==> src/rtl/mod_fetch_ctrl_pkg.sv <==
// Shared core defines for the fetch controller: FSM state encodings,
// reset vector default, instruction/address widths, PC alignment helper.
package mod_fetch_ctrl_pkg;

  localparam int XLEN = 32;
  localparam int ILEN = 32;

  localparam logic [XLEN-1:0] RESET_VECTOR_DEF = 32'h0000_0000;

  typedef enum logic [1:0] {
    S_BOOT  = 2'd0,
    S_RUN   = 2'd1,
    S_DRAIN = 2'd2
  } fetch_state_t;

  function automatic logic [XLEN-1:0] word_align(
    input logic [XLEN-1:0] a
  );
    return a & ~32'h3;
  endfunction

endpackage

==> src/rtl/mod_fetch_ctrl_if.sv <==
// Fetch bundle: redirect input, imem request/response, IF->ID buffer.
// master = fetch controller side, slave = memory/decode/branch side.
interface mod_fetch_ctrl_if;
  import mod_fetch_ctrl_pkg::*;

  logic            redirect_valid;
  logic [XLEN-1:0] redirect_pc;
  logic            imem_req;
  logic [XLEN-1:0] imem_addr;
  logic            imem_ack;
  logic [ILEN-1:0] imem_rdata;
  logic            if_valid;
  logic            if_ready;
  logic [ILEN-1:0] if_instr;
  logic [XLEN-1:0] if_pc;
  logic [XLEN-1:0] if_pc_plus_4;

  modport master (
    input  redirect_valid, redirect_pc,
    output imem_req, imem_addr,
    input  imem_ack, imem_rdata,
    output if_valid, if_instr,
    output if_pc, if_pc_plus_4,
    input  if_ready
  );

  modport slave (
    output redirect_valid, redirect_pc,
    input  imem_req, imem_addr,
    output imem_ack, imem_rdata,
    input  if_valid, if_instr,
    input  if_pc, if_pc_plus_4,
    output if_ready
  );

endinterface

==> src/rtl/mod_fetch_buf.sv <==
// One-entry instruction buffer. Ports: clk, rst_n, load/clear controls,
// instr_in/pc_in write data, valid/instr/pc/pc_plus_4 held contents.
module mod_fetch_buf
  import mod_fetch_ctrl_pkg::*;
(
  input  logic            clk,
  input  logic            rst_n,
  input  logic            load,
  input  logic            clear,
  input  logic [ILEN-1:0] instr_in,
  input  logic [XLEN-1:0] pc_in,
  output logic            valid,
  output logic [ILEN-1:0] instr,
  output logic [XLEN-1:0] pc,
  output logic [XLEN-1:0] pc_plus_4
);

  // clear only drops valid; data is kept so holds cost no muxing
  always_ff @(posedge clk or negedge rst_n) begin
    if (!rst_n) begin
      valid     <= 1'b0;
      instr     <= '0;
      pc        <= '0;
      pc_plus_4 <= '0;
    end else if (clear) begin
      valid <= 1'b0;
    end else if (load) begin
      valid     <= 1'b1;
      instr     <= instr_in;
      pc        <= pc_in;
      pc_plus_4 <= pc_in + 32'd4;
    end
  end

endmodule

==> src/rtl/mod_fetch_ctrl.sv <==
// Fetch controller: BOOT/RUN/DRAIN FSM, fetch PC, redirect handling.
// Ports: clk, rst_n, bus (mod_fetch_ctrl_if.master); with
// FETCH_CTRL_PERF_EN defined also perf_fetch_cnt, perf_redirect_cnt.
module mod_fetch_ctrl
  import mod_fetch_ctrl_pkg::*;
#(
  parameter logic [XLEN-1:0] RESET_VECTOR = RESET_VECTOR_DEF
) (
  input  logic clk,
  input  logic rst_n,
  mod_fetch_ctrl_if.master bus
`ifdef FETCH_CTRL_PERF_EN
  ,
  output logic [31:0] perf_fetch_cnt,
  output logic [31:0] perf_redirect_cnt
`endif
);

  fetch_state_t    state;
  logic [XLEN-1:0] fetch_pc;
  logic [XLEN-1:0] pend_pc;
  logic [XLEN-1:0] redir_pc;
  logic            req;
  logic            fire;
  logic            consume;
  logic            buf_load;
  logic            buf_clear;
  logic            buf_valid;
  logic [ILEN-1:0] buf_instr;
  logic [XLEN-1:0] buf_pc;
  logic [XLEN-1:0] buf_pc4;

  assign redir_pc = word_align(bus.redirect_pc);

  // A request in flight always finds the buffer empty (it was
  // empty or consumed when issued), so the empty term covers it.
  always_comb begin
    req = 1'b0;
    case (state)
      S_RUN:   req = !buf_valid || bus.if_ready;
      S_DRAIN: req = 1'b1;
      default: req = 1'b0;
    endcase
  end

  assign fire      = req && bus.imem_ack;
  assign consume   = buf_valid && bus.if_ready;
  assign buf_load  = (state == S_RUN) && fire
                   && !bus.redirect_valid;
  assign buf_clear = bus.redirect_valid
                   || (consume && !buf_load);

  assign bus.imem_req     = req;
  assign bus.imem_addr    = fetch_pc;
  assign bus.if_valid     = buf_valid;
  assign bus.if_instr     = buf_instr;
  assign bus.if_pc        = buf_pc;
  assign bus.if_pc_plus_4 = buf_pc4;

  // fetch_pc doubles as the held address while draining
  always_ff @(posedge clk or negedge rst_n) begin
    if (!rst_n) begin
      state    <= S_BOOT;
      fetch_pc <= RESET_VECTOR;
      pend_pc  <= '0;
    end else begin
      unique case (state)
        S_BOOT: begin
          state <= S_RUN;
          if (bus.redirect_valid) fetch_pc <= redir_pc;
        end
        S_RUN: begin
          if (bus.redirect_valid) begin
            if (req && !bus.imem_ack) begin
              state   <= S_DRAIN;
              pend_pc <= redir_pc;
            end else begin
              fetch_pc <= redir_pc;
            end
          end else if (fire) begin
            fetch_pc <= fetch_pc + 32'd4;
          end
        end
        S_DRAIN: begin
          if (bus.imem_ack) begin
            state    <= S_RUN;
            fetch_pc <= bus.redirect_valid
                      ? redir_pc : pend_pc;
          end else if (bus.redirect_valid) begin
            pend_pc <= redir_pc;
          end
        end
        default: state <= S_BOOT;
      endcase
    end
  end

  mod_fetch_buf u_buf (
    .clk       (clk),
    .rst_n     (rst_n),
    .load      (buf_load),
    .clear     (buf_clear),
    .instr_in  (bus.imem_rdata),
    .pc_in     (fetch_pc),
    .valid     (buf_valid),
    .instr     (buf_instr),
    .pc        (buf_pc),
    .pc_plus_4 (buf_pc4)
  );

`ifdef FETCH_CTRL_PERF_EN
  always_ff @(posedge clk or negedge rst_n) begin
    if (!rst_n) begin
      perf_fetch_cnt    <= '0;
      perf_redirect_cnt <= '0;
    end else begin
      if (consume)
        perf_fetch_cnt <= perf_fetch_cnt + 32'd1;
      if (bus.redirect_valid)
        perf_redirect_cnt <= perf_redirect_cnt + 32'd1;
    end
  end
`endif

endmodule

==> src/flat_wrapper.sv <==
// flat-port wrapper written by rule: the top's interface ports become plain ports
module mod_fetch_ctrl_flat import mod_fetch_ctrl_pkg::*;
#(
  parameter logic [XLEN-1:0] RESET_VECTOR = RESET_VECTOR_DEF
)
  (clk, rst_n, bus_redirect_valid, bus_redirect_pc, bus_imem_req, bus_imem_addr, bus_imem_ack, bus_imem_rdata, bus_if_valid, bus_if_instr, bus_if_pc, bus_if_pc_plus_4, bus_if_ready);
  mod_fetch_ctrl_if bus_i ();
  input  logic clk;
  input  logic rst_n;
  input wire logic [$bits(bus_i.redirect_valid)-1:0] bus_redirect_valid;
  input wire logic [$bits(bus_i.redirect_pc)-1:0] bus_redirect_pc;
  output wire logic [$bits(bus_i.imem_req)-1:0] bus_imem_req;
  output wire logic [$bits(bus_i.imem_addr)-1:0] bus_imem_addr;
  input wire logic [$bits(bus_i.imem_ack)-1:0] bus_imem_ack;
  input wire logic [$bits(bus_i.imem_rdata)-1:0] bus_imem_rdata;
  output wire logic [$bits(bus_i.if_valid)-1:0] bus_if_valid;
  output wire logic [$bits(bus_i.if_instr)-1:0] bus_if_instr;
  output wire logic [$bits(bus_i.if_pc)-1:0] bus_if_pc;
  output wire logic [$bits(bus_i.if_pc_plus_4)-1:0] bus_if_pc_plus_4;
  input wire logic [$bits(bus_i.if_ready)-1:0] bus_if_ready;
  assign bus_i.redirect_valid = bus_redirect_valid;
  assign bus_i.redirect_pc = bus_redirect_pc;
  assign bus_imem_req = bus_i.imem_req;
  assign bus_imem_addr = bus_i.imem_addr;
  assign bus_i.imem_ack = bus_imem_ack;
  assign bus_i.imem_rdata = bus_imem_rdata;
  assign bus_if_valid = bus_i.if_valid;
  assign bus_if_instr = bus_i.if_instr;
  assign bus_if_pc = bus_i.if_pc;
  assign bus_if_pc_plus_4 = bus_i.if_pc_plus_4;
  assign bus_i.if_ready = bus_if_ready;
  mod_fetch_ctrl #(.RESET_VECTOR(RESET_VECTOR)) u_core (.clk(clk), .rst_n(rst_n), .bus(bus_i));
endmodule
==> config.mk <==
export PLATFORM = sky130hd
export DESIGN_NAME = mod_fetch_ctrl_flat
export DESIGN_NICKNAME = d
export VERILOG_FILES = /design/src/rtl/mod_fetch_ctrl_pkg.sv /design/src/rtl/mod_fetch_ctrl_if.sv /design/src/rtl/mod_fetch_buf.sv /design/src/rtl/mod_fetch_ctrl.sv /design/src/flat_wrapper.sv
export SDC_FILE = /design/constraint.sdc
export NUM_CORES = 1
export LEC_CHECK = 0
export BUFFER_PORTS_ARGS = -buffer_cell sky130_fd_sc_hd__clkbuf_2
export CAP_MARGIN = 20
export CELL_PAD_IN_SITES_DETAIL_PLACEMENT = 1
export CELL_PAD_IN_SITES_GLOBAL_PLACEMENT = 2
export CORE_UTILIZATION = 36
export DETAILED_ROUTE_END_ITERATION = 16
export PLACE_DENSITY = 0.95
export SLEW_MARGIN = 10
export SYNTH_ARGS = -nofsm -noshare
export SYNTH_HDL_FRONTEND = slang
export SYNTH_SLANG_ARGS = --single-unit
==> constraint.sdc <==
create_clock -name clk -period 6.9 [get_ports clk]
set_input_delay 0.69 -clock clk [delete_from_list [all_inputs] [get_ports clk]]
set_output_delay 0.69 -clock clk [all_outputs]
set_load 0.02 [all_outputs]
# Word level (Yosys, flattened, before mapping)

Cells that the tools add are included.

Flip-flop bits (word level): 163
Latch bits: 0
Memory bits (writable): 0
Bits in read-only memories: 0
Input bits: 69
Output and inout port bits: 130
Memories kept: 0

$add $sub $neg: 1
$mul: 0
Div/mod/pow operators: 0
Magnitude comparators: 0
Equal/unequal tests: 9
Shifts and indexed selects: 0
Mux-type cells: 18
Bitwise gates (word level): 1
Reduce and logical (&&, ||, !) cells: 20

Operators by type and width:

| cell                                                                  | count |
|---|---|
| 32-bit 2-to-1 mux                                                     | 9 |
| 32-bit one-hot mux with 3 select lines                                | 1 |
| 32-bit one-hot mux with 2 select lines                                | 1 |
| 32-bit by 3-bit adder with 32-bit output, second input constant       | 1 |
| 2-bit != test, second input constant                                  | 5 |
| 1-bit logical AND                                                     | 6 |
| 2-bit 2-to-1 mux                                                      | 3 |
| 2-bit one-hot mux with 3 select lines                                 | 1 |
| 5-bit AND reduction                                                   | 1 |
| 1-bit zero test                                                       | 4 |
| 4-bit AND reduction                                                   | 1 |
| 2-bit nonzero test                                                    | 2 |
| 3-bit by 2-bit != test with 1-bit output, second input constant       | 1 |
| 3-bit != test, second input constant                                  | 1 |
| 3-bit AND reduction                                                   | 1 |
| 3-bit nonzero test                                                    | 1 |
| 2-bit by 1-bit equality test with 1-bit output, second input constant | 1 |
| 2-bit equality test, second input constant                            | 1 |
| 2-bit zero test                                                       | 1 |
| 1-bit logical OR                                                      | 2 |
| 1-bit 2-to-1 mux                                                      | 2 |
| 1-bit one-hot mux with 2 select lines                                 | 1 |
| 2-bit AND reduction                                                   | 1 |
| 1-bit inverter                                                        | 1 |

# Depth between registers and ports, before layout

Gate-level depths: netlist of run 1.

Depth after elaboration: 11
Mapped depth: 11
Mapped depth without buffers: 7

# By module

Synthesis of run 1 repeated with hierarchy kept, for this count alone.

Cell total of the unflattened synthesis: 894
Area, all modules: 8156.6 um^2

Modules (own cells, without submodules):

| module         | instances | cells each | area an instance (um^2) | seq. area each (um^2) |
|---|---|---|---|---|
| mod_fetch_buf  | 1         | 467        | 4106.4                  | 2377.3 |
| mod_fetch_ctrl | 1         | 427        | 4050.1                  | 1651.6 |

# Worst setup path after synthesis of run 1

OpenSTA, ideal clock, no wires.

Path kind: register to register
Start point: register u_core.state[0]
End point: register u_core.pend_pc[10]
Setup time: 0.125 ns
Data arrival time: 2.231 ns
Required time: 6.775 ns
Setup slack: 4.544 ns
Stages on the path, launching flop included: 9
Buffers on the path: 2
Period minus slack after synthesis: 2.356 ns
Cell sequence: dfrtp_1 -> inv_1 -> ha_1 -> clkbuf_1 -> clkinv_1 -> nor3_1 -> o21a_1 -> buf_2 -> mux2_2

Longest elaborated chain between the ends: 5
Elaborated cells on any way between the ends: 10
Classes of those cells: 5 x eq/ne; 2 x mux; 3 x reduce/logical

Ends and longest elaborated chain:

| element                                                                               | line                                       | RTL |
|---|---|---|
| from (decl)                                                                           | mod_fetch_ctrl.sv:19                       | `fetch_state_t state;` |
| from (signal assigned)                                                                | mod_fetch_ctrl.sv:63                       | `state <= S_BOOT;` |
| from (signal assigned)                                                                | mod_fetch_ctrl.sv:69                       | `state <= S_RUN;` |
| from (signal assigned)                                                                | mod_fetch_ctrl.sv:75                       | `state <= S_DRAIN;` |
| 2-bit equality test or 2-bit by 1-bit equality test with 1-bit output (tied branches) | mod_fetch_ctrl.sv:39, mod_fetch_ctrl.sv:67 |  |
| 1-bit one-hot mux with 2 select lines                                                 | mod_fetch_ctrl.sv:39                       | `case (state)` |
| 1-bit logical AND                                                                     | mod_fetch_ctrl.sv:74                       | `if (req && !bus.imem_ack) begin` |
| 2-bit != test (no source line)                                                        | n/a                                        |  |
| 4-bit AND reduction (no source line)                                                  | n/a                                        |  |
| to (signal assigned)                                                                  | mod_fetch_ctrl.sv:76                       | `pend_pc <= redir_pc;` |
| to (signal assigned)                                                                  | mod_fetch_ctrl.sv:90                       | `pend_pc <= redir_pc;` |
| to (decl)                                                                             | mod_fetch_ctrl.sv:21                       | `logic [XLEN-1:0] pend_pc;` |

Several ways; a longest one is shown, not always the timed one.
A chain may end at the register's enable or synchronous reset.

# Worst setup path in the final report of run 1

Start point: register u_core.state[0]
End point: register u_core.pend_pc[21]

Same word-level chain as after synthesis.

==> metrics.csv, run 1 <==
metric,value,unit
global-route wire length before repair,34600,um
Total Routed Length,21400,um
First DRT Iteration DRCs,281,
fin crit share,49.0,%
critical path class,reg2reg,
fin. max-slew vios,0,
CTS tree,yes,
sequential share of power,35.2,%
"Buf+Inv Stages, Crit Path",2,
Crit path max-delay family,compound AO/OA/AOI/OAI gates,
# IOs,199,
Clock Path Buffers,2,
PortBufs,196,
slew margin rel.,31.9,%
post-layout instance area,9390,um^2
"Cell Count, Final, Fillers Out",1132,
Placer Congestion,0.751,
fin crit period,3.38,ns
most common cell in the synthesized netlist,dfrtp_1,
final core utilization,46.0,%
final HPWL from detailed placement,14700,um
Post-synth ARST share,100,%
Vias,6027,
die height,147,um
Inst Count DP,1100,
Mapped Area,7570,um^2
Clock Power Share,20.5,%
GRT overflow,0,
Min-Delay Path Class,in2async,
Multi-input gate area,3270,um^2
# fillers,2310,
Final ANT Viol Nets,0,
dominant cells by area after synthesis,"dfrtp_1 (53%), mux2_2 (14%), nor2_1 (3.9%), a21oi_1 (2.5%), o21ai_0 (2.4%)",
Total Power,5.06,mW
LEAKAGE,4.34,nW
Area Growth Syn to Fin,24.1,%
Synth cell types,63,
"Clk Latency, worst-skew pair",0.42,ns
placed cell areas,8740,um^2
placement row count,52,
synthesized instance count,676,
register area share after synthesis,53.2,%
Crit. End Element,flip-flop,
CP max FO,17,
Final Setup Violations,0,
CP required,7.21,ns
vias in the first global route,6411,
Post-Synthesis Net Count,751,
H-Tree Depth,4,
cell area power density,539,nW/um^2
setup tns final,0,ns
leading area contributor after synthesis,dfrtp_1,
Pre-antenna DRT Iters,4,
initial antenna violation count,1,
share of cells above drive strength 1,39.9,%
Worst path slowest cell,o21a_1,
top_reg_cell synth,dfrtp_1,
hold_buf cts,0,
die area,21600,um^2
Core ar.,20400,um^2
number of synthesized flops with an enable pin,0,
Num CTS Buffers,17,
Synth warnings,0,
Root Driver,clkbuf_16,
"FF+latch count, synth",161,
Slew @ Worst Pin,1.02,ns
commonest cells in the netlist,"dfrtp_1 (161), mux2_2 (95), nor2_1 (79)",
Register Area,4030,um^2
Avg WL per Cell,18.9,um
pin count of the biggest net entering global routing,68,
status,"finished, final reports clean",
Fin. Hold Viols,0,
syn avg cell area,11.2,um^2
post-CTS sizing,0,
switching share of power,42.1,%
DRC,0,
Fmax,296,MHz
cell breakdown of the critical path,inv_1 -> ha_1 -> a21oi_1 -> nor3_1 -> o21a_1 -> buf_4 -> mux2_2,
Clock Skew,0.00790,ns
Max-cap violations,0,
RSZ-0062 raised after global routing,no,
GRT Total Usage,20.5,%
initial core utilization,37.1,%
# Post-CTS Setup Buffers,0,
startpoint class of the critical path,flip-flop,
final worst slack,3.52,ns
Critical Path Max Stage Delay,0.73,ns
clk sinks,161,
Worst EP arrival,3.69,ns
pre-CTS setup slack,3.44,ns
die width,147,um
DR vias/cell,5.32,
Clock transition at path regs,0.06,ns
worst vdd ir,0.226,mV
NetSw,2.13,mW
Final #Nets,924,
n_diodes,0,
final hold slack,0.240,ns
Power Internal,2.93,mW
Yosys top cell area share,53.2,%
Logic pwr share,44.3,%
-- state kept, by name, indices dropped and copies added, names as in the netlist --
| name | cells |
|---|---|
| u_core.bus.imem_addr | 32 |
| u_core.pend_pc | 32 |
| u_core.state | 2 |
| u_core.u_buf.instr | 32 |
| u_core.u_buf.pc | 32 |
| u_core.u_buf.pc_plus_4 | 30 |
| u_core.u_buf.valid | 1 |
-- cell type report --
class / count / share of cell area (%)
Timing Repair Buffer: 206 / 11.3
Clock buffer: 21 / 5.01
Inverter: 11 / 0.440
Clock inverter: 11 / 1.88
Tap cell: 270 / 3.60
Sequential cell: 161 / 42.9
Multi-Input combinational cell: 452 / 34.9
-- power by group through the flow --
stage | clock (mW) | sequential (mW) | combinational, mW
floorplan | 0 | 2.09 | 1.18
global placement | 0 | 1.76 | 2.19
detailed placement | 0 | 1.80 | 2.25
CTS | 1.06 | 1.79 | 2.27
global route | 1.10 | 1.85 | 2.43
finish | 1.04 | 1.78 | 2.24
-- worst reg2reg max path, cell delays in order (launching register included) --
cell and delay, ns:
dfrtp_1 0.42, inv_1 0.11, ha_1 0.57, a21oi_1 0.26, nor3_1 0.37, o21a_1 0.73, buf_4 0.41, mux2_2 0.39
-- routing by layer --
metal	up-vias	share of wire [%]	global-route usage (%)
li1	2758	-	-
met1	3115	42	25.2
met2	136	52	35.8
met3	16	5.0	4.44
met4	2	1.1	6.19
met5	-	0.061	0
-- final timing paths --
path	from	end	slack, ns	depth (start not counted)
max	u_core.state[0]	u_core.pend_pc[21]	3.52	7
min	rst_n	u_core.u_buf.pc[26]	0.24	1
max reg2reg	u_core.state[0]	u_core.pend_pc[21]	3.52	7
min reg2reg	u_core.u_buf.instr[1]	u_core.u_buf.instr[1]	0.50	1
max in group asynchronous	rst_n	u_core.bus.imem_addr[23]	5.53	2
min in group clk	bus_imem_rdata[7]	u_core.u_buf.instr[7]	0.49	2
-- cells in the final DEF, fill, tap and decap left out, types with 12 or more instances in the layout --
cell,instances
o21ai_0,36
a21oi_1,38
dfrtp_1,161
clkbuf_2,195
xnor2_1,16
nand2_1,34
nor2_1,79
mux2_2,95
clkbuf_16,17
xor2_1,12
-- cell families after synthesis --
| group | count (synthesis) | share of synthesized area [%] |
|---|---|---|
| muxes | 101 | 14.9 |
| DFF | 161 | 53.2 |
| and+or+nand+nor | 175 | 11.5 |
| adders and majority gates | 6 | 0.992 |
| xor gates and xnor gates | 28 | 3.24 |
| AOI/OAI and AO/OA | 142 | 12.4 |
| buffers and inverters | 63 | 3.69 |
Note: power is estimated with default switching activity, not from simulation.
==> run 2, diff against run 1 <==
--- a/config.mk
+++ b/config.mk
@@ -5,13 +5,14 @@
 export SDC_FILE = /design/constraint.sdc
 export NUM_CORES = 1
 export LEC_CHECK = 0
+export ABC_AREA = 1
 export BUFFER_PORTS_ARGS = -buffer_cell sky130_fd_sc_hd__clkbuf_2
 export CAP_MARGIN = 20
 export CELL_PAD_IN_SITES_DETAIL_PLACEMENT = 1
 export CELL_PAD_IN_SITES_GLOBAL_PLACEMENT = 2
-export CORE_UTILIZATION = 36
+export CORE_UTILIZATION = 30
 export DETAILED_ROUTE_END_ITERATION = 16
-export PLACE_DENSITY = 0.95
+export PLACE_DENSITY = 0.92
 export SLEW_MARGIN = 10
 export SYNTH_ARGS = -nofsm -noshare
 export SYNTH_HDL_FRONTEND = slang
==> constraint.sdc (replaced) <==
create_clock -name clk -period 3.5 [get_ports clk]
set_input_delay 0.35 -clock clk [delete_from_list [all_inputs] [get_ports clk]]
set_output_delay 0.35 -clock clk [all_outputs]
set_load 0.02 [all_outputs]
==> metrics.csv, run 2 <==
metric,value,unit,change
status,"complete, but fails checks",,
failing checks,negative hold slack,,
main combinational cell family by area after synthesis,simple AND/OR/NAND/NOR gates,,
CTS tree,yes,,
slew margin rel.,29.3,%,-2.6 points
Total Power,9.02,mW,+78%
fin crit share,79.3,%,+30 points
Max-cap violations,0,,unchanged
Synth cell types,35,,-44%
final HPWL from detailed placement,18200,um,+24%
Avg WL per Cell,16.3,um,-14%
top_reg_cell synth,dfrtp_1,,
Yosys top cell area share,52.4,%,-0.78 points
Total Routed Length,24800,um,+16%
critical path class,reg2reg,,
Clock transition at path regs,0.07,ns,about the same
Final Setup Violations,0,,unchanged
# fillers,3143,,+36%
Core ar.,25200,um^2,+23%
Compound-Gate Fraction of Synth Area,9.77,%,-2.6 points
Mapped Area,7680,um^2,+1.5%
"Clk Latency, worst-skew pair",0.44,ns,+0.02 ns
DRC,0,,unchanged
final core utilization,37.9,%,-8.0 points
placed cell areas,9010,um^2,+3.0%
DR vias/cell,4.69,,-12%
die height,162,um,+10%
global-route wire length before repair,39600,um,+14%
Clock Skew,0.0199,ns,+0.0120 ns
metal2 WL,11200,um,+0.14%
clk sinks,161,,unchanged
Num CTS Buffers,17,,unchanged
CP max FO,51,,+34
initial antenna violation count,0,,-1
number of synthesized flops with an enable pin,0,,unchanged
Fmax,360,MHz,+22%
Final #Nets,1250,,+35%
final hold slack,-0.0503,ns,-0.291 ns
RSZ-0062 raised after global routing,no,,
Placer Congestion,0.802,,+6.8%
# Post-CTS Setup Buffers,0,,unchanged
Vias,7109,,+18%
placement row count,58,,+12%
worst vdd ir,0.380,mV,+68%
"FF+latch count, synth",161,,unchanged
NetSw,4.23,mW,+98%
xor and xnor area share after synthesis,1.14,%,-2.1 points
Post-Synthesis Net Count,1067,,+42%
First DRT Iteration DRCs,568,,+100%
CP required,3.80,ns,-3.41 ns
"commonest non-fill, non-tap cell in the layout",nand2_1,,
Clock Path Buffers,2,,unchanged
pin count of the biggest net entering global routing,80,,+18%
n_diodes,0,,unchanged
post-layout instance area,9550,um^2,+1.7%
die area,26300,um^2,+21%
leading area contributor after synthesis,dfrtp_1,,
M1 wire length,12100,um,+36%
Worst EP arrival,3.08,ns,-0.61 ns
Crit. End Element,flip-flop,,
synthesized instance count,992,,+47%
initial core utilization,30.5,%,-6.5 points
startpoint class of the critical path,flip-flop,,
PortBufs,196,,unchanged
dominant cells by area after synthesis,"dfrtp_1 (52%), nand2_1 (21%), o21ai_0 (5.2%), nor2_1 (4.0%), inv_1 (3.8%)",,
Clock Power Share,19.3,%,-1.2 points
mux contribution to synthesized area,0,%,-15 points
GRT Total Usage,19.4,%,-1.0 points
Synth warnings,0,,unchanged
Slew @ Worst Pin,1.06,ns,+0.0377 ns
Adder-Cell Fraction of Synth Area,0.977,%,-0.015 points
fin crit period,2.78,ns,-0.604 ns
most common cell in the synthesized netlist,nand2_1,,
Min-Delay Path Class,in2async,,
cell area power density,944,nW/um^2,+75%
Top Metal Used,met4,,
register area share after synthesis,52.4,%,-0.78 points
Logic pwr share,45.1,%,+0.8 points
H-Tree Depth,4,,unchanged
sequential share of power,35.6,%,+0.4 points
Pre-antenna DRT Iters,5,,+1
vias in the first global route,7184,,+12%
Final ANT Viol Nets,0,,unchanged
switching share of power,46.9,%,+4.8 points
"commonest non-fill, non-tap cells in the layout","nand2_1 (426), clkbuf_2 (195), dfrtp_1 (161), nor2_1 (81), o21ai_0 (80)",,
Area Growth Syn to Fin,24.3,%,
LEAKAGE,5.08,nW,+17%
syn avg cell area,7.74,um^2,-31%
setup tns final,0,ns,unchanged
Fin. Hold Viols,20,,+20
Root Driver,clkbuf_16,,
hold_buf cts,0,,unchanged
die width,162,um,+10%
# IOs,199,,unchanged
Simple-Gate Fraction of Synth Area,28.9,%,+17 points
fin. max-slew vios,0,,unchanged
share of cells above drive strength 1,21.2,%,-19 points
Power Internal,4.79,mW,+64%
DR WL met3,1080,um,+0.84%
GRT overflow,0,,unchanged
post-CTS sizing,0,,unchanged
Post-synth ARST share,100,%,unchanged
commonest cells in the netlist,"nand2_1 (426), dfrtp_1 (161), nor2_1 (82)",,
[run 2: cell types whose count changed in the layout (fill, tap and decap cells not counted), sizes merged, moves of 14 or more]
cell / change
inv: +70
nand3: +30
xnor2: -14
a21oi: -33
nand2: +393
mux2: -95
o21ai: +45
[run 2: routing by layer]
layer,vias up,GRT usage [%]
met5,-,0
met4,0,5.70
met3,28,4.09
met2,160,30.4
met1,3425,26.9
li1,3496,-
[run 2: path summary, 6_finish.rpt]
check | from | end | slack [ns] | cells past startpoint
worst max-delay path | u_core.state[0] | u_core.u_buf.pc[5] | 0.72 | 10
worst min-delay path | rst_n | u_core.u_buf.instr[10] | -0.05 | 1
worst max register to register | u_core.state[0] | u_core.u_buf.pc[5] | 0.72 | 10
worst min register to register | u_core.u_buf.pc[10] | u_core.u_buf.pc[10] | 0.47 | 2
max in group asynchronous | rst_n | u_core.u_buf.pc_plus_4[31] | 2.65 | 2
min in group clk | bus_imem_rdata[0] | u_core.u_buf.instr[0] | 0.12 | 3
[run 2: critical path, stage by stage, from the launching register on]
cell and delay (ns):
dfrtp_1 0.41, inv_1 0.10, ha_1 0.31, inv_1 0.24
nor2_2 0.25, nand3_1 0.17, nor2_4 0.21, clkinv_2 0.40
buf_12 0.35, nand2_1 0.09, o21ai_0 0.08
[run 2: kinds of logic after synthesis]
kind of cell	count (synthesis)
compound gates	127
xor+xnor	10
fa+ha+maj	6
buf+inv	123
flops	161
simple gates	565
[run 2: through the flow]
step / worst slack [ns] / std cells
final: 0.725 / 1517
after global routing: 0.429 / 1517
after CTS: 0.702 / 1517
after detailed placement: 0.710 / 1486
after global placement: 0.775 / 1486
after floorplan: 1.56 / 992
[run 2: power by group through the flow]
stage | Sequential, mW | Clock [mW] | Combinational [mW]
finish | 3.21 | 1.74 | 4.07
global route | 3.30 | 1.85 | 4.59
CTS | 3.21 | 1.79 | 4.14
detailed placement | 3.24 | 0 | 4.11
global placement | 3.20 | 0 | 4.00
floorplan | 3.72 | 0 | 2.11
[run 2: layout make-up]
type                    count  area, um^2  share of cell area (%)
clock buffers              18         439                    4.60
clock inverters            13         106                    1.11
inverters                  80         302                    3.16
multi-input cells         708        3140                    32.9
flip-flops and latches    161        4030                    42.2
well taps                 330         413                    4.32
repair buffers            207        1120                    11.7
==> run 3, diff against run 2 <==
--- a/config.mk
+++ b/config.mk
@@ -5,14 +5,14 @@
 export SDC_FILE = /design/constraint.sdc
 export NUM_CORES = 1
 export LEC_CHECK = 0
-export ABC_AREA = 1
+export ABC_AREA = 0
 export BUFFER_PORTS_ARGS = -buffer_cell sky130_fd_sc_hd__clkbuf_2
 export CAP_MARGIN = 20
 export CELL_PAD_IN_SITES_DETAIL_PLACEMENT = 1
 export CELL_PAD_IN_SITES_GLOBAL_PLACEMENT = 2
 export CORE_UTILIZATION = 30
 export DETAILED_ROUTE_END_ITERATION = 16
-export PLACE_DENSITY = 0.92
+export PLACE_DENSITY = 0.88
 export SLEW_MARGIN = 10
 export SYNTH_ARGS = -nofsm -noshare
 export SYNTH_HDL_FRONTEND = slang
==> constraint.sdc (replaced) <==
create_clock -name clk -period 2.2 [get_ports clk]
set_input_delay 0.22 -clock clk [delete_from_list [all_inputs] [get_ports clk]]
set_output_delay 0.22 -clock clk [all_outputs]
set_load 0.02 [all_outputs]
==> metrics.csv, run 3 (same netlist as run 1, synthesis figures left out) <==
metric,value,unit,change
die area,25900,um^2,-1.5%
Total Routed Length,24200,um,-2.1%
post-layout instance area,10400,um^2,+8.9%
initial core utilization,30.9,%,+0.35 points
share of cells above drive strength 1,46.3,%,+25 points
RSZ-0062 raised after global routing,yes,,
Final Setup Violations,1,,+1
fin. max-slew vios,0,,unchanged
"Clk Latency, worst-skew pair",0.43,ns,about the same
Critical Path Max Stage Delay,0.45,ns,+0.04 ns
Num CTS Buffers,17,,unchanged
clk sinks,161,,unchanged
Logic pwr share,51.8,%,+6.7 points
critical path class,reg2reg,,
Power Internal,10.2,mW,+110%
startpoint class of the critical path,flip-flop,,
initial antenna violation count,1,,+1
Clock Path Buffers,2,,unchanged
CP max FO,5,,-90%
vias in the first global route,6938,,-3.4%
cell area power density,1670,nW/um^2,+77%
"commonest non-fill, non-tap cell in the layout",clkbuf_2,,
Worst EP arrival,2.51,ns,-0.57 ns
Slew @ Worst Pin,0.567,ns,-0.489 ns
sequential share of power,30.8,%,-4.8 points
# fillers,2749,,-13%
Core ar.,24500,um^2,-2.6%
failing checks,negative setup slack,,
Final #Nets,1004,,-20%
status,"complete, but fails checks",,
"commonest non-fill, non-tap cells in the layout","clkbuf_2 (195), dfrtp_1 (161), mux2_2 (95), nor2_1 (79), buf_4 (61)",,
pre-CTS setup slack,-0.168,ns,-0.879 ns
First DRT Iteration DRCs,423,,-26%
Crit. End Element,flip-flop,,
NetSw,7.21,mW,+71%
switching share of power,41.4,%,-5.4 points
GRT overflow,0,,unchanged
Final ANT Viol Nets,0,,unchanged
Placer Congestion,0.810,,+0.92%
placed cell areas,9490,um^2,+5.4%
GRT Total Usage,18.7,%,-0.70 points
final HPWL from detailed placement,16900,um,-7.5%
Max-cap violations,0,,unchanged
Total Power,17.4,mW,+93%
DRC,0,,unchanged
Root Driver,clkbuf_16,,
# IOs,199,,unchanged
final worst slack,-0.00469,ns,-0.729 ns
placement row count,57,,-1.7%
final hold slack,0.0200,ns,+0.0704 ns
Avg WL per Cell,19.2,um,+17%
Clock Power Share,17.5,%,-1.8 points
die width,161,um,-0.73%
Clock Skew,0.00855,ns,-0.0113 ns
LEAKAGE,4.81,nW,-5.3%
Pre-antenna DRT Iters,5,,unchanged
slew margin rel.,62.2,%,+33 points
pin count of the biggest net entering global routing,54,,-33%
worst vdd ir,0.626,mV,+65%
H-Tree Depth,4,,unchanged
Fmax,454,MHz,+26%
fin crit share,100,%,+21 points
Vias,6450,,-9.3%
PortBufs,196,,unchanged
Min-Delay Path Class,in2reg,,
DR vias/cell,5.10,,+8.8%
Fin. Hold Viols,0,,-100%
die height,161,um,-0.73%
Worst path slowest cell,dfrtp_1,,
cell breakdown of the critical path,ha_4 -> or3b_4 -> and2_4 -> o211ai_1 -> buf_4 -> buf_8 -> mux2i_2 -> o41ai_2,,
fin crit period,2.20,ns,-0.571 ns
Clock transition at path regs,0.07,ns,about the same
CP required,2.50,ns,-1.30 ns
Area Growth Syn to Fin,37.4,%,
CTS tree,yes,,
Inst Count DP,1220,,-18%
"Cell Count, Final, Fillers Out",1265,,-17%
global-route wire length before repair,37900,um,-4.2%
## run 3: changes by cell type in the layout (fill, tap and decap cells not counted), sizes merged, moves of 14 or more
cell / previous run / this run
a21oi: 5 / 38
buf: 12 / 85
inv: 82 / 11
mux2: 0 / 95
nand2: 427 / 34
nand3: 41 / 11
o21ai: 83 / 38
xnor2: 2 / 16
## run 3: area by class of cell
class | instances | area (um^2) | share of cell area, %
timing repair buffer | 286 | 1980 | 19.0
clock buffer | 20 | 447 | 4.29
sequential | 161 | 4030 | 38.7
clock inverter | 9 | 135 | 1.30
tap | 324 | 405 | 3.90
antenna | 2 | 5.00 | 0.0481
multi-input combinational | 452 | 3360 | 32.3
inverter | 11 | 42.5 | 0.409
## run 3: worst paths after layout
check | endpoint | from | slack (ns) | cells after the start
max reg2reg | u_core.bus.imem_addr[8] | u_core.state[1] | -0.005 | 8
max in group asynchronous | u_core.u_buf.instr[15] | rst_n | 1.20 | 3
min reg2reg | u_core.u_buf.pc[24] | u_core.u_buf.pc[24] | 0.51 | 1
min | u_core.u_buf.instr[23] | bus_imem_rdata[23] | 0.02 | 2
max | u_core.bus.imem_addr[8] | u_core.state[1] | -0.005 | 8
min in group asynchronous | u_core.bus.imem_addr[26] | rst_n | 0.32 | 2
## run 3: timing repair
item                                    in CTS  in global routing
endpoints found under the setup margin     125                132
resized for setup                            5                 36
cloned                                       0                  5
buffers inserted                             2                  6
endpoints found under the hold margin       43                  0
pin swaps                                    2                  5
hold buffers                                 1                  0
## run 3: through the flow
| stage | setup TNS (ns) | utilization, % |
|---|---|---|
| detailed placement | -2.95 | 38.7 |
| finish | -0.00469 | 42.4 |
| floorplan | 0 | - |
| global route | -0.673 | 42.4 |
| global placement | -1.25 | 38.7 |
| CTS | 0 | 41.2 |
## run 3: routing by layer
| metal | track usage, % | vias up | share of wire [%] |
|---|---|---|---|
| li1 | - | 2920 | - |
| met1 | 22.5 | 3344 | 40 |
| met2 | 33.5 | 164 | 54 |
| met3 | 4.16 | 22 | 4.9 |
| met4 | 4.93 | 0 | 1.3 |
| met5 | 0 | - | 0 |
## run 3: power by group through the flow
stage | clock network, mW | logic (mW) | registers (mW)
after global routing | 3.24 | 9.65 | 5.55
after CTS | 3.13 | 8.44 | 5.36
after detailed placement | 0 | 8.30 | 5.40
after floorplan | 0 | 3.74 | 6.57
final | 3.04 | 9.00 | 5.35
after global placement | 0 | 8.06 | 5.28
## run 3: worst max-delay path, delay by kind of cell (launching register included)
family          cells  cell delay (ns)
fa+ha+maj           1             0.21
flops               1             0.45
buf+inv             2             0.38
mux                 1             0.23
compound gates      2             0.27
simple gates        2             0.55
